File: src/rtl/period_meter_pkg.sv
// rtl/period_meter_pkg.sv - shared types and constants for the period meter.
package misc;

   typedef enum logic [1:0] {
      IDLE      = 2'd0,
      ARMED     = 2'd1,
      MEASURING = 2'd2
   } capture_state_t;

   localparam int unsigned PERIOD_TIMEOUT_2S = 100_000_000;

endpackage

File: src/rtl/period_meter_edge_synchronizer.sv
// rtl/period_meter_edge_synchronizer.sv - 2-flop synchronizer and rising-edge detect.
// Optional 3-sample stability filter under PERIOD_METER_GLITCH_FILTER_EN.
module edge_synchronizer (
   input  logic clock,
   input  logic reset_s2_n,
   input  logic signal_in,
   output logic rise
);

   logic s1_q;
   logic s2_q;

`ifdef PERIOD_METER_GLITCH_FILTER_EN
   logic h1_q;
   logic h2_q;
   logic filt_q;
   logic filt_d;

   // The level only moves once three consecutive s2 samples agree.
   always_comb begin
      filt_d = filt_q;
      if ((s2_q == h1_q) && (h1_q == h2_q)) begin
         filt_d = s2_q;
      end
   end

   always_ff @(posedge clock or negedge reset_s2_n) begin
      if (!reset_s2_n) begin
         s1_q   <= 1'b0;
         s2_q   <= 1'b0;
         h1_q   <= 1'b0;
         h2_q   <= 1'b0;
         filt_q <= 1'b0;
      end else begin
         s1_q   <= signal_in;
         s2_q   <= s1_q;
         h1_q   <= s2_q;
         h2_q   <= h1_q;
         filt_q <= filt_d;
      end
   end

   assign rise = filt_d & ~filt_q;
`else
   logic prev_q;

   always_ff @(posedge clock or negedge reset_s2_n) begin
      if (!reset_s2_n) begin
         s1_q   <= 1'b0;
         s2_q   <= 1'b0;
         prev_q <= 1'b0;
      end else begin
         s1_q   <= signal_in;
         s2_q   <= s1_q;
         prev_q <= s2_q;
      end
   end

   assign rise = s2_q & ~prev_q;
`endif

endmodule

File: src/rtl/period_meter.sv
// rtl/period_meter.sv - measures clock cycles between rising edges of signal_in.
// Glitch filtering is enabled by defining PERIOD_METER_GLITCH_FILTER_EN.
module period_meter
   import misc::*;
#(
   parameter int unsigned      WIDTH         = 32,
   parameter logic [WIDTH-1:0] TIMEOUT_COUNT = WIDTH'(PERIOD_TIMEOUT_2S)
) (
   input  logic             clock,
   input  logic             reset_s2_n,
   input  logic             enabled,
   input  logic             signal_in,
   output logic [WIDTH-1:0] period,
   output logic             valid,
   output logic             timeout,
   output logic             present
);

   capture_state_t   state_q;
   logic [WIDTH-1:0] counter_q;
   logic [WIDTH-1:0] period_q;
   logic             valid_q;
   logic             timeout_q;
   logic             present_q;
   logic             rise;

   edge_synchronizer u_edge_synchronizer (
      .clock      (clock),
      .reset_s2_n (reset_s2_n),
      .signal_in  (signal_in),
      .rise       (rise)
   );

   always_ff @(posedge clock or negedge reset_s2_n) begin
      if (!reset_s2_n) begin
         state_q   <= IDLE;
         counter_q <= '0;
         period_q  <= '0;
         valid_q   <= 1'b0;
         timeout_q <= 1'b0;
         present_q <= 1'b0;
      end else begin
         valid_q   <= 1'b0;
         timeout_q <= 1'b0;
         if (!enabled) begin
            state_q   <= IDLE;
            counter_q <= '0;
            present_q <= 1'b0;
         end else begin
            case (state_q)
               IDLE: begin
                  state_q   <= ARMED;
                  counter_q <= '0;
               end
               ARMED: begin
                  if (rise) begin
                     state_q   <= MEASURING;
                     counter_q <= WIDTH'(1);
                  end else begin
                     counter_q <= '0;
                  end
               end
               MEASURING: begin
                  // A rise on the timeout cycle still counts as a valid period.
                  if (rise) begin
                     period_q  <= counter_q;
                     valid_q   <= 1'b1;
                     counter_q <= WIDTH'(1);
                     present_q <= 1'b1;
                  end else if (counter_q == TIMEOUT_COUNT) begin
                     timeout_q <= 1'b1;
                     present_q <= 1'b0;
                     counter_q <= '0;
                     state_q   <= ARMED;
                  end else begin
                     counter_q <= counter_q + WIDTH'(1);
                  end
               end
               default: begin
                  state_q   <= IDLE;
                  counter_q <= '0;
               end
            endcase
         end
      end
   end

   assign period  = period_q;
   assign valid   = valid_q;
   assign timeout = timeout_q;
   assign present = present_q;

endmodule

File: config.mk
export PLATFORM = sky130hd
export DESIGN_NAME = period_meter
export DESIGN_NICKNAME = d
export VERILOG_FILES = /design/src/rtl/period_meter_pkg.sv /design/src/rtl/period_meter_edge_synchronizer.sv /design/src/rtl/period_meter.sv
export SDC_FILE = /design/constraint.sdc
export NUM_CORES = 1
export LEC_CHECK = 0
export CELL_PAD_IN_SITES_DETAIL_PLACEMENT = 0
export CELL_PAD_IN_SITES_GLOBAL_PLACEMENT = 2
export CORE_MARGIN = 2
export CORE_UTILIZATION = 38
export CTS_BUF_LIST = sky130_fd_sc_hd__clkbuf_4 sky130_fd_sc_hd__clkbuf_8
export CTS_CLUSTER_DIAMETER = 200
export DETAILED_ROUTE_END_ITERATION = 7
export PLACE_DENSITY_LB_ADDON = 0.25
export SETUP_SLACK_MARGIN = 0.1
export SLEW_MARGIN = 20
export SYNTH_ARGS = -nofsm -noshare
export SYNTH_HDL_FRONTEND = slang
export SYNTH_SLANG_ARGS = --single-unit
File: constraint.sdc
create_clock -name clock -period 2.3 [get_ports clock]
set_input_delay 0.46 -clock clock [delete_from_list [all_inputs] [get_ports clock]]
set_output_delay 0.46 -clock clock [all_outputs]
set_load 0.005 [all_outputs]
==> qor.csv <==
metric,value,unit
status,completed,
post_drt_wl_per_cell,14.9,µm
cap_violations,0,
synth_area_leader_cell,dfrtp_1,
path_delay_family,simple AND/OR/NAND/NOR gates,
core,8260,µm²
arrival,2330,ps
drv_slew,0,
finalSetupViolCount,0,
end_kind,flip-flop,
worst_slew_pin_slew,381,ps
clock_latency,340,ps
grt_max_degree,73,
min_path_type,input pin to asynchronous set/reset pin,
finalSetupTns,0,ps
fillers,765,
postSynthCellCount,280,
yosys-top-cells-count,"dfrtp_1, nor2_1, mux2_2",
nets,347,
ff2ff_setup_slack,200,ps
area_growth,27.9,%
syn-cell-area,3250,µm²
ioPinCount,39,
vias,2293,
cp.required,2530,ps
maxSlewHeadroom,74.6,%
gr-total-overflow,0,
track_usage,16.0,%
rsz0062_at_grt,no,
routed_via_density,5.12,
skew,6.63,ps
reg2reg_depth,8,
cts_tree,yes,
cts_buffers,9,
crit_start,counter_q[0],
fin_util,50.3,%
gp_congestion,0.762,
power-per-cell-area,673,nW/µm²
clk_path_buf_depth,2,
die_x,96.4,µm
ys_async_sr_fraction,100,%
min_period,2100,ps
synth_edf_count,0,
synth_area_leaders,"dfrtp_1, mux2_2, xor2_1, nand4_1, nor2_1",
crit_buf_inv,2,
avgSynthCellArea,11.6,µm²
drt_pre_antenna_iters,4,
crit_chain,"inv_1, ha_1, nor4bb_2, nand4_1, or4_4, nand2_4, buf_12, nor2_1",
fp.dieH,96.4,µm
cts_root_buffer,clkbuf_8,
drt_iter0_drc,60,
vdd_drop_max,0.305,mV
timing.final.crit_share,91.4,%
cts_sinks,72,
max_freq,476,MHz
initial_core_util,39.3,%
synth_seq_cells,72,
clk_pin_slew_worst_paths,80,ps
ys_seq_area_share,55.5,%
yosys_warnings,0,
ant_nets,0,
std_cell_rows,33,
synthFlopType,dfrtp_1,
drc_errors,0,
crit_path_max_fanout,17,
max_stage_delay,620,ps
antenna_found_initial,0,
yosysTopAreaCellShare,55.5,%
portBuffers,38,
r2r-end,counter_q[14],
drive_gt1_share,22.4,%
slowest_stage,or4_4,
yosysMostFrequentCell,dfrtp_1,
syn-num-nets,289,
finalHoldViolations,0,
h-tree-depth,3,
wl,6680,µm
cp-start-kind,flip-flop,
leakagePower,1.88,nW
grt_pass1_wl,11200,µm
criticalPathCategory,flip-flop to flip-flop,
die_area,9300,µm²
r2r_start,counter_q[0],
synth_cell_types,38,
num_antenna_cells,0,
grt_pass1_vias,2281,
dp_hpwl,4500,µm
==> worst register-to-register path: stages, from the launching register on <==
cell and delay (ps):
dfrtp_1 380, inv_1 100, ha_1 150, nor4bb_2 270, nand4_1 130, or4_4 620, nand2_4 130, buf_12 150
nor2_1 50
==> where the power goes <==
| group | switching [mW] | internal, mW | total [mW] |
|---|---|---|---|
| combinational | 0.133 | 0.0967 | 0.230 |
| sequential | 0.0216 | 1.29 | 1.31 |
| clock | 0.478 | 0.778 | 1.26 |
==> per-stage QoR <==
step	worst slack [ps]	power (mW)	hold WS, ps	std cells	cell area (µm²)
6_report	199	2.79	129	448	4150
5_1_grt	103	2.91	169	448	4150
3_3_place_gp	61.2	1.56	334	432	3880
4_1_cts	127	2.82	152	448	4140
3_5_place_dp	1.80	1.56	345	432	3880
2_1_floorplan	318	1.48	164	280	3250
==> registers in the layout, summed over array words and instances, names as in the netlist <==
signal                      count
valid                           1
present                         1
u_edge_synchronizer.s1_q        1
period                         32
state_q                         2
timeout                         1
counter_q                      32
u_edge_synchronizer.prev_q      1
u_edge_synchronizer.s2_q        1
==> per-layer routing <==
metal	vias to the layer above	track usage [%]	wire length (µm)
met5	-	0	0
met4	0	5.99	81
met3	6	2.79	227
met2	49	23.7	3080
met1	1142	23.4	3280
li1	1096	-	-
==> placed cells by master (no fill, tap or decap), types with 2 or more instances in the layout <==
cell type,count
nand2b_1,2
nor4_1,3
nand4_1,21
and3_1,7
o21ai_0,5
or4_1,2
buf_12,4
xor2_1,24
nand3_1,10
clkbuf_8,11
buf_4,17
and2_1,2
xnor2_1,4
ha_1,5
dfrtp_1,72
nor2_2,2
bufinv_16,3
mux2_2,29
nand2_1,16
clkdlybuf4s50_1,37
a21oi_1,6
nor2_1,32
inv_1,8
==> worst max-delay path by stage <==
stage | end | slack (ps) | cells after the start
6_report | counter_q[14] | 200 | 8
5_1_grt | counter_q[14] | 100 | 8
4_1_cts | counter_q[14] | 130 | 8
3_5_place_dp | counter_q[14] | 2 | 8
3_3_place_gp | counter_q[14] | 60 | 6
2_1_floorplan | counter_q[27] | 320 | 9
==> timing repair <==
| action | CTS | global route |
|---|---|---|
| setup buffers | 0 | 0 |
| endpoints found under the setup margin | 34 | 30 |
| hold buffers | 0 | 0 |
| gates resized for setup | 1 | 2 |
| pin swaps | 0 | 1 |
==> kinds of logic (layout without fill, tap and decap cells) <==
family	after synthesis	after routing	synth area share [%]
adder cells (fa/ha/maj)	5	5	1.93
flip-flops	72	72	55.5
AO/OA/AOI/OAI	16	16	3.01
multiplexers	29	29	10.1
buffers and inverters	20	83	3.35
AND/OR/NAND/NOR	110	110	18.6
XOR/XNOR	28	28	7.56
==> area by class of cell <==
type / instances / area [µm²] / share of cell area, %
sequential: 72 / 1800 / 43.4
clock inverter: 5 / 103 / 2.47
timing repair buffer: 59 / 583 / 14.0
clock buffer: 11 / 151 / 3.65
tap: 105 / 131 / 3.16
multi-input combinational: 188 / 1350 / 32.5
inverter: 8 / 30.0 / 0.723
(Power assumes the default switching activity.)
